File: src/rtl/picosoc_arb_pkg.sv
// Shared types and defaults for the PicoSoC two-master bus arbiter.
package picosoc_arb_pkg;

  typedef enum logic [1:0] {
    IDLE = 2'd0,
    GNT0 = 2'd1,
    GNT1 = 2'd2
  } arb_state_t;

  typedef logic grant_idx_t;

  localparam int unsigned WDOG_W             = 16;
  localparam int unsigned DEF_TIMEOUT_CYCLES = 255;
  localparam logic [31:0] DEF_TIMEOUT_RDATA  = 32'h0000_0000;

endpackage

File: src/rtl/picosoc_bus_watchdog.sv
// Saturating granted-cycle counter; flags the cycle in which the transaction must be cut off.
module picosoc_bus_watchdog
  import picosoc_arb_pkg::*;
#(
  parameter int unsigned TIMEOUT_CYCLES = DEF_TIMEOUT_CYCLES
) (
  input  logic clk,
  input  logic resetn,
  input  logic run,
  input  logic clear,
  output logic expire
);

  localparam logic [WDOG_W-1:0] LP_LAST = WDOG_W'(TIMEOUT_CYCLES - 1);
  localparam logic [WDOG_W-1:0] LP_ONE  = WDOG_W'(1);

  logic [WDOG_W-1:0] r_count;

  // NOTE: sequential state is updated with non-blocking assignments so every
  // flop samples pre-edge values regardless of process evaluation order.
  always_ff @(posedge clk or negedge resetn) begin
    if (!resetn) begin
      r_count <= '0;
    end else if (clear) begin
      r_count <= '0;
    end else if (run && (r_count != '1)) begin
      r_count <= r_count + LP_ONE;
    end
  end

  assign expire = run && (r_count == LP_LAST);

endmodule

File: src/rtl/picosoc_bus_arbiter.sv
// Round-robin arbiter sharing the PicoSoC native memory bus between two masters,
// holding each grant until completion and force-completing unanswered transactions.
module picosoc_bus_arbiter
  import picosoc_arb_pkg::*;
#(
  parameter int unsigned TIMEOUT_CYCLES = DEF_TIMEOUT_CYCLES,
  parameter logic [31:0] TIMEOUT_RDATA  = DEF_TIMEOUT_RDATA
) (
  input  logic        clk,
  input  logic        resetn,
  input  logic        m0_valid,
  output logic        m0_ready,
  input  logic [31:0] m0_addr,
  input  logic [31:0] m0_wdata,
  input  logic [3:0]  m0_wstrb,
  output logic [31:0] m0_rdata,
  input  logic        m1_valid,
  output logic        m1_ready,
  input  logic [31:0] m1_addr,
  input  logic [31:0] m1_wdata,
  input  logic [3:0]  m1_wstrb,
  output logic [31:0] m1_rdata,
  output logic        s_valid,
  input  logic        s_ready,
  output logic [31:0] s_addr,
  output logic [31:0] s_wdata,
  output logic [3:0]  s_wstrb,
  input  logic [31:0] s_rdata,
  output logic        timeout_err
);

  arb_state_t r_state, w_state_nxt;
  grant_idx_t r_last_grant, w_last_grant_nxt;
  grant_idx_t w_sel;
  logic       w_granted, w_req, w_run, w_clear, w_expire, w_done;

  assign w_granted = (r_state != IDLE);
  assign w_sel     = (r_state == GNT1);
  assign w_req     = w_sel ? m1_valid : m0_valid;
  assign w_run     = w_granted && w_req && !s_ready;
  // Any exit from a grant (completion, expiry or a dropped request) rearms the watchdog.
  assign w_clear   = !w_granted || !w_req || s_ready || w_expire;

  picosoc_bus_watchdog #(
    .TIMEOUT_CYCLES(TIMEOUT_CYCLES)
  ) u_wdog (
    .clk   (clk),
    .resetn(resetn),
    .run   (w_run),
    .clear (w_clear),
    .expire(w_expire)
  );

  always_ff @(posedge clk or negedge resetn) begin
    if (!resetn) begin
      r_state      <= IDLE;
      r_last_grant <= 1'b1;
    end else begin
      r_state      <= w_state_nxt;
      r_last_grant <= w_last_grant_nxt;
    end
  end

  // NOTE: every output of this block gets a default first, so no path can
  // leave a value unassigned and infer a latch.
  always_comb begin
    w_state_nxt      = r_state;
    w_last_grant_nxt = r_last_grant;
    w_done           = 1'b0;
    s_valid          = 1'b0;
    s_addr           = '0;
    s_wdata          = '0;
    s_wstrb          = '0;
    m0_ready         = 1'b0;
    m1_ready         = 1'b0;
    m0_rdata         = '0;
    m1_rdata         = '0;
    timeout_err      = 1'b0;

    unique case (r_state)
      IDLE: begin
        if (m0_valid && m1_valid) begin
          w_state_nxt = r_last_grant ? GNT0 : GNT1;
        end else if (m0_valid) begin
          w_state_nxt = GNT0;
        end else if (m1_valid) begin
          w_state_nxt = GNT1;
        end
      end
      GNT0, GNT1: begin
        s_valid     = w_req && !w_expire;
        s_addr      = w_sel ? m1_addr  : m0_addr;
        s_wdata     = w_sel ? m1_wdata : m0_wdata;
        s_wstrb     = w_sel ? m1_wstrb : m0_wstrb;
        w_done      = w_req && (s_ready || w_expire);
        timeout_err = w_expire;
        if (w_sel) begin
          m1_ready = w_done;
          m1_rdata = w_expire ? TIMEOUT_RDATA : s_rdata;
        end else begin
          m0_ready = w_done;
          m0_rdata = w_expire ? TIMEOUT_RDATA : s_rdata;
        end
        // A master that abandons its request loses the grant without affecting fairness.
        if (!w_req) begin
          w_state_nxt = IDLE;
        end else if (w_done) begin
          w_state_nxt      = IDLE;
          w_last_grant_nxt = w_sel;
        end
      end
      default: w_state_nxt = IDLE;
    endcase
  end

endmodule

File: config.mk
export PLATFORM = sky130hd
export DESIGN_NAME = picosoc_bus_arbiter
export DESIGN_NICKNAME = d
export VERILOG_FILES = /design/src/rtl/picosoc_arb_pkg.sv /design/src/rtl/picosoc_bus_watchdog.sv /design/src/rtl/picosoc_bus_arbiter.sv
export SDC_FILE = /design/constraint.sdc
export NUM_CORES = 1
export LEC_CHECK = 0
export BUFFER_PORTS_ARGS = -buffer_cell sky130_fd_sc_hd__buf_2
export CORE_AREA = 4 4 119 121
export DETAILED_ROUTE_END_ITERATION = 16
export DIE_AREA = 0 0 123 125
export PLACE_DENSITY = 0.64
export SKIP_LAST_GASP = 1
export SYNTH_ARGS = -nofsm -noshare
export SYNTH_HDL_FRONTEND = slang
export SYNTH_SLANG_ARGS = --single-unit
File: constraint.sdc
create_clock -name clk -period 3.8 [get_ports clk]
set_input_delay 0.38 -clock clk [delete_from_list [all_inputs] [get_ports clk]]
set_output_delay 0.38 -clock clk [all_outputs]
set_load 0.02 [all_outputs]
# --- After elaboration in Yosys (flattened, before gate mapping) ---
# Cells that the tools add are included.
totals:
  input_bits: 173
  output_inout_bits: 136
  regBits: 19
  elab_cells: 58
op_classes:
  eq_ne: 6
  reduce_logical: 21
  addsub: 1
  mux: 27
ops:
  columns: ["operator", "n"]
  rows:
  - ["32-bit 2-to-1 mux", 9]
  - ["16-bit 2-to-1 mux", 2]
  - ["16-bit by 1-bit adder with 16-bit output (second input constant)", 1]
  - ["16-bit by 8-bit == test with 1-bit output (second input constant)", 1]
  - ["16-bit inequality test (second input constant)", 1]
  - ["2-bit 2-to-1 mux", 6]
  - ["4-bit 2-to-1 mux", 2]
  - ["1-bit logical AND", 7]
  - ["1-bit 2-to-1 mux", 7]
  - ["1-bit logical NOT", 4]
  - ["1-bit logical OR", 4]
  - ["4-bit inequality test (second input constant)", 1]
  - ["2-bit one-hot mux with 2 select lines", 1]
  - ["2-bit nonzero test", 2]
  - ["3-bit inequality test (second input constant)", 1]
  - ["3-bit AND reduction", 1]
  - ["2-bit by 1-bit == test with 1-bit output (second input constant)", 1]
  - ["2-bit == test (second input constant)", 1]
  - ["2-bit logical NOT", 1]
  - ["2-bit AND reduction", 1]
  - ["2-bit OR reduction", 1]

# --- Longest topological paths before layout ---
logic_depth:
  depth_word: 10
  depth_mapped: 8
  mapped_depth_nobuf: 6

# --- Modules after synthesis ---
# A second synthesis with hierarchy kept.
hier_totals:
  cells_unflattened: 392
  area_unflattened_um2: 2935.3
modules_own_cells:
  columns: ["module", "cells_each", "area_each_um2", "seq_area_each_um2", "n_inst"]
  rows:
  - ["picosoc_bus_arbiter", 287, 1924.3, 76.3, 1]
  - ["picosoc_bus_watchdog", 105, 1011.0, 400.4, 1]

# --- Least setup slack after synthesis ---
# Ideal clock, no wire load.
synth_path:
  path_type: "register to output"
  start: "register r_state[0]"
  end: "output port m0_rdata[10]"
  required_time_ns: 3.420
  path_slack_ns: 1.656
  arrival_ns: 1.764
  path_stages_with_launch: 9
  path_buffers: 2
  cell_sequence: "dfrtp_1 -> inv_1 -> ha_1 -> buf_2 -> mux2i_2 -> nor3_4 -> a211oi_2 -> buf_4 -> and2_1"
synth_between:
  elab_chain_cells: 8
  word_cells_on_any_way: 11
  cone_classes: "eq/ne: 2; mux: 4; reduce/logical: 5"
synth_rtl:
  columns: ["element", "line_no", "source"]
  rows:
  - ["from (decl)", "picosoc_bus_arbiter.sv:32", "arb_state_t r_state, w_state_nxt;"]
  - ["from (signal assigned)", "picosoc_bus_arbiter.sv:59", "r_state <= w_state_nxt;"]
  - ["2-bit == test (*)", "picosoc_bus_arbiter.sv:38", "assign w_sel = (r_state == GNT1);"]
  - ["named net w_sel", "picosoc_bus_arbiter.sv:34", "grant_idx_t w_sel;"]
  - ["1-bit 2-to-1 mux", "picosoc_bus_arbiter.sv:39", "assign w_req = w_sel ? m1_valid : m0_valid;"]
  - ["1-bit logical AND (2 in series)", "picosoc_bus_arbiter.sv:40", "assign w_run = w_granted && w_req && !s_ready;"]
  - ["1-bit logical AND", "picosoc_bus_watchdog.sv:31", "assign expire = run && (r_count == LP_LAST);"]
  - ["32-bit 2-to-1 mux", "picosoc_bus_arbiter.sv:102", "m0_rdata = w_expire ? TIMEOUT_RDATA : s_rdata;"]
  - ["32-bit 2-to-1 mux", "picosoc_bus_arbiter.sv:97", "if (w_sel) begin"]
  - ["32-bit 2-to-1 mux (*)", "picosoc_bus_arbiter.sv:80", "unique case (r_state)"]
  - ["to (decl)", "picosoc_bus_arbiter.sv:16", "output logic [31:0] m0_rdata,"]
# The timed path passes the listed nets; every way through them passes the cells marked *.

# --- Worst setup path after layout ---
layout_path:
  start: "register r_state[0]"
  end: "output port m1_rdata[0]"
layout_between:
  elab_chain_cells: 8
  word_cells_on_any_way: 11
  cone_classes: "eq/ne: 2; mux: 4; reduce/logical: 5"
layout_rtl:
  columns: ["element", "line_no", "source"]
  rows:
  - ["2-bit == test (*)", "picosoc_bus_arbiter.sv:38", null]
  - ["named net w_sel", "picosoc_bus_arbiter.sv:34", null]
  - ["1-bit 2-to-1 mux", "picosoc_bus_arbiter.sv:39", null]
  - ["1-bit logical AND (2 in series)", "picosoc_bus_arbiter.sv:40", null]
  - ["1-bit logical AND", "picosoc_bus_watchdog.sv:31", null]
  - ["32-bit 2-to-1 mux", "picosoc_bus_arbiter.sv:99", "m1_rdata = w_expire ? TIMEOUT_RDATA : s_rdata;"]
  - ["32-bit 2-to-1 mux", "picosoc_bus_arbiter.sv:97", null]
  - ["32-bit 2-to-1 mux (*)", "picosoc_bus_arbiter.sv:80", null]
  - ["to (decl)", "picosoc_bus_arbiter.sv:22", "output logic [31:0] m1_rdata,"]
# Marks and branches as above.

==> impl_metrics.env <==
export IMPL_ys_seq_area_share_pct=18.0
export IMPL_synthArstFlopShare_pct=100
export IMPL_drv_cap=0
export IMPL_drc=0
export IMPL_numCtsBuffers=3
export IMPL_worst_ir_drop_vdd_mv=0.320
export IMPL_finalInstanceArea_um2=4390
export IMPL_die_h_um=125
export IMPL_grt_usage_pct=13.5
export IMPL_clk_path_buf_depth=2
export IMPL_place_gp_congestion=0.828
export IMPL_dpl_cell_count=814
export IMPL_end_kind="output port"
export IMPL_grt_max_degree=73
export IMPL_final_hold_violation_count=0
export IMPL_p_leak_nw=2.58
export IMPL_ys_warn_count=0
export IMPL_chipWidth_um=123
export IMPL_boundaryPins=309
export IMPL_syn_cell_area_um2=2650
export IMPL_rows=42
export IMPL_rsz0062_at_grt="no"
export IMPL_path_max_fanout=45
export IMPL_relSlewSlack_pct=30.4
export IMPL_seqCellArea_um2=477
export IMPL_fill_cells=1376
export IMPL_grt_pass1_vias=3416
export IMPL_ys_flop_type="dfrtp_1"
export IMPL_cts_hold_buf=0
export IMPL_core_area_um2=13100
export IMPL_period_minus_slack_ns=3.32
export IMPL_start_util_pct=20.3
export IMPL_area_delta_synth_final_pct=65.3
export IMPL_setup_viol=0
export IMPL_nNetsFinal=820
export IMPL_place_hpwl_um=9660
export IMPL_grt_overflow_total=0
export IMPL_grt_pass1_wl_um=17100
export IMPL_ant_nets=0
export IMPL_fmax_mhz=301
export IMPL_vias=3603
export IMPL_cts_setup_buffers=0
export IMPL_cts_tree="done"
export IMPL_critPathLaunchType="flip-flop"
export IMPL_cts_resized=0
export IMPL_via_per_inst=4.40
export IMPL_clock_sinks=19
export IMPL_stdcell_count=819
export IMPL_wl_um=11600
export IMPL_total_power_mw=3.59
export IMPL_dr_pass1_iters=4
export IMPL_synth_edf_count=0
export IMPL_maxSlewViolCount=0
export IMPL_port_buffers=308
export IMPL_drive_gt1_share_pct=51.1
export IMPL_status="complete, no violations"
export IMPL_hold_class="input pin to asynchronous set/reset pin"
export IMPL_clockRootBuffer="clkbuf_16"
export IMPL_tns_ns=0
export IMPL_powerDensity_nw_per_um2=819
export IMPL_wl_per_cell_um=14.2
export IMPL_htreeDepth=1
export IMPL_syn_inst=358
export IMPL_synth_seq_cells=19
export IMPL_worst_ep_arrival_time_ns=2.94
export IMPL_cts_clk_slew_worst_paths_ns=0.06
export IMPL_multi_input_area_um2=2010
export IMPL_first_iter_violations=105
export IMPL_clock_skew_ns=0.00323
export IMPL_dpl_cell_area_um2=4300
export IMPL_worstSkewPairLatency_ns=0.25
export IMPL_avgSynthCellArea_um2=7.41
export IMPL_synth_cell_types=44
export IMPL_synth_nets=535
export IMPL_antenna_found_initial=2
export IMPL_cp_data_required_time_ns=3.42
export IMPL_critical_path_class="flip-flop to output port"
export IMPL_die_area_um2=15400
export IMPL_holdWs_ns=0.0598
export IMPL_finalCritPeriodShare_pct=87.5
export IMPL_tightest_slew_ns=1.04
-- area by class of cell --
class | instances | share of cell area, %
clock inverter | 1 | 0.171
clock buffer | 3 | 1.71
sequential | 19 | 10.9
inverter | 9 | 0.770
antenna | 1 | 0.0570
multi-input combinational | 299 | 45.8
tap | 176 | 5.02
timing repair buffer | 311 | 35.7
-- worst max-delay path, cell delays in order (launching register included) --
cell and delay [ns]:
dfrtp_1 0.38, inv_1 0.12, ha_4 0.46, mux2i_2 0.40, nor3_4 0.08, a21oi_2 0.83
and3_1 0.26, buf_2 0.16
-- stage by stage --
stage               utilization (%)  setup WS (ns)
global placement               32.9          0.816
global route                   33.5          0.239
CTS                            33.5          0.519
finish                         33.5          0.476
detailed placement             32.9          0.773
floorplan                         -           1.66
-- where the power goes --
group	leakage (nW)	total [mW]	switching, mW	internal, mW
combinational	2.29	3.13	2.05	1.08
clock	0.0371	0.221	0.0792	0.142
sequential	0.259	0.239	0.0158	0.223
total	2.58	3.59	2.15	1.44
-- metal layers --
layer / up-vias / track usage, % / share of wire (%)
met5: - / 0 / 0.11
met4: 2 / 3.26 / 2.2
met3: 24 / 3.52 / 11
met2: 215 / 25.1 / 49
met1: 1536 / 15.1 / 38
li1: 1826 / - / -
-- cell usage after synthesis (2+ instances only) --
cell | count | area [µm²]
a211oi_1 | 2 | 15.0
a21oi_1 | 7 | 35.0
a41oi_1 | 4 | 35.0
and2_1 | 33 | 206
and3_1 | 36 | 225
and4_1 | 3 | 26.3
and4_4 | 2 | 22.5
buf_1 | 3 | 11.3
buf_2 | 10 | 50.1
buf_4 | 5 | 37.5
clkbuf_1 | 12 | 45.0
dfrtp_1 | 18 | 450
ha_1 | 4 | 50.1
inv_1 | 8 | 30.0
mux2i_1 | 69 | 691
nand2_1 | 9 | 33.8
nand3_1 | 4 | 20.0
nand4_1 | 7 | 43.8
nor2_1 | 82 | 308
nor3_1 | 10 | 50.1
o21ai_0 | 3 | 15.0
o32ai_1 | 2 | 17.5
or3_1 | 3 | 18.8
xnor2_1 | 2 | 17.5
-- worst paths after layout --
path | slack (ns) | depth (start not counted) | start | to
setup / recovery | 0.48 | 7 | r_state[0] | m1_rdata[0]
hold / removal | 0.06 | 1 | resetn | u_wdog.r_count[6]
setup reg to reg | 1.40 | 6 | r_state[0] | r_last_grant
hold reg to reg | 0.54 | 1 | u_wdog.r_count[15] | u_wdog.r_count[15]
max in group asynchronous | 3.41 | 1 | resetn | r_last_grant
min in group clk | 0.49 | 3 | m0_valid | r_state[0]
-- layout by cell type (no fill, tap or decap), drive strengths merged, types with 2 or more instances in the layout --
cell type and instances:
nor2 82, and2 33, and4 5, nand4 7, nand2 9, dfrtp 18
xnor2 2, inv 9, a211oi 3, a21oi 8, a41oi 4, nand3 4
buf 311, and3 36, clkbuf 3, mux2i 70, ha 4, nor3 11
or3 3, o21ai 3, o32ai 2
-- cells by family (layout without fill, tap and decap cells) --
group | count (synthesis) | in the layout | synth area share (%)
AOI/OAI and AO/OA | 28 | 28 | 7.69
xor gates and xnor gates | 2 | 2 | 0.660
adders and majority gates | 4 | 4 | 1.89
buffers and inverters | 40 | 324 | 6.88
DFF | 19 | 19 | 18.0
muxes | 70 | 70 | 26.5
other | 0 | 1 | 0
and+or+nand+nor | 195 | 195 | 38.4
-- registers in the layout, indices dropped and copies added, names as in the netlist --
signal and count:
r_last_grant 1, r_state 2, u_wdog.r_count 16
Note: power is estimated with default switching activity, not from simulation.
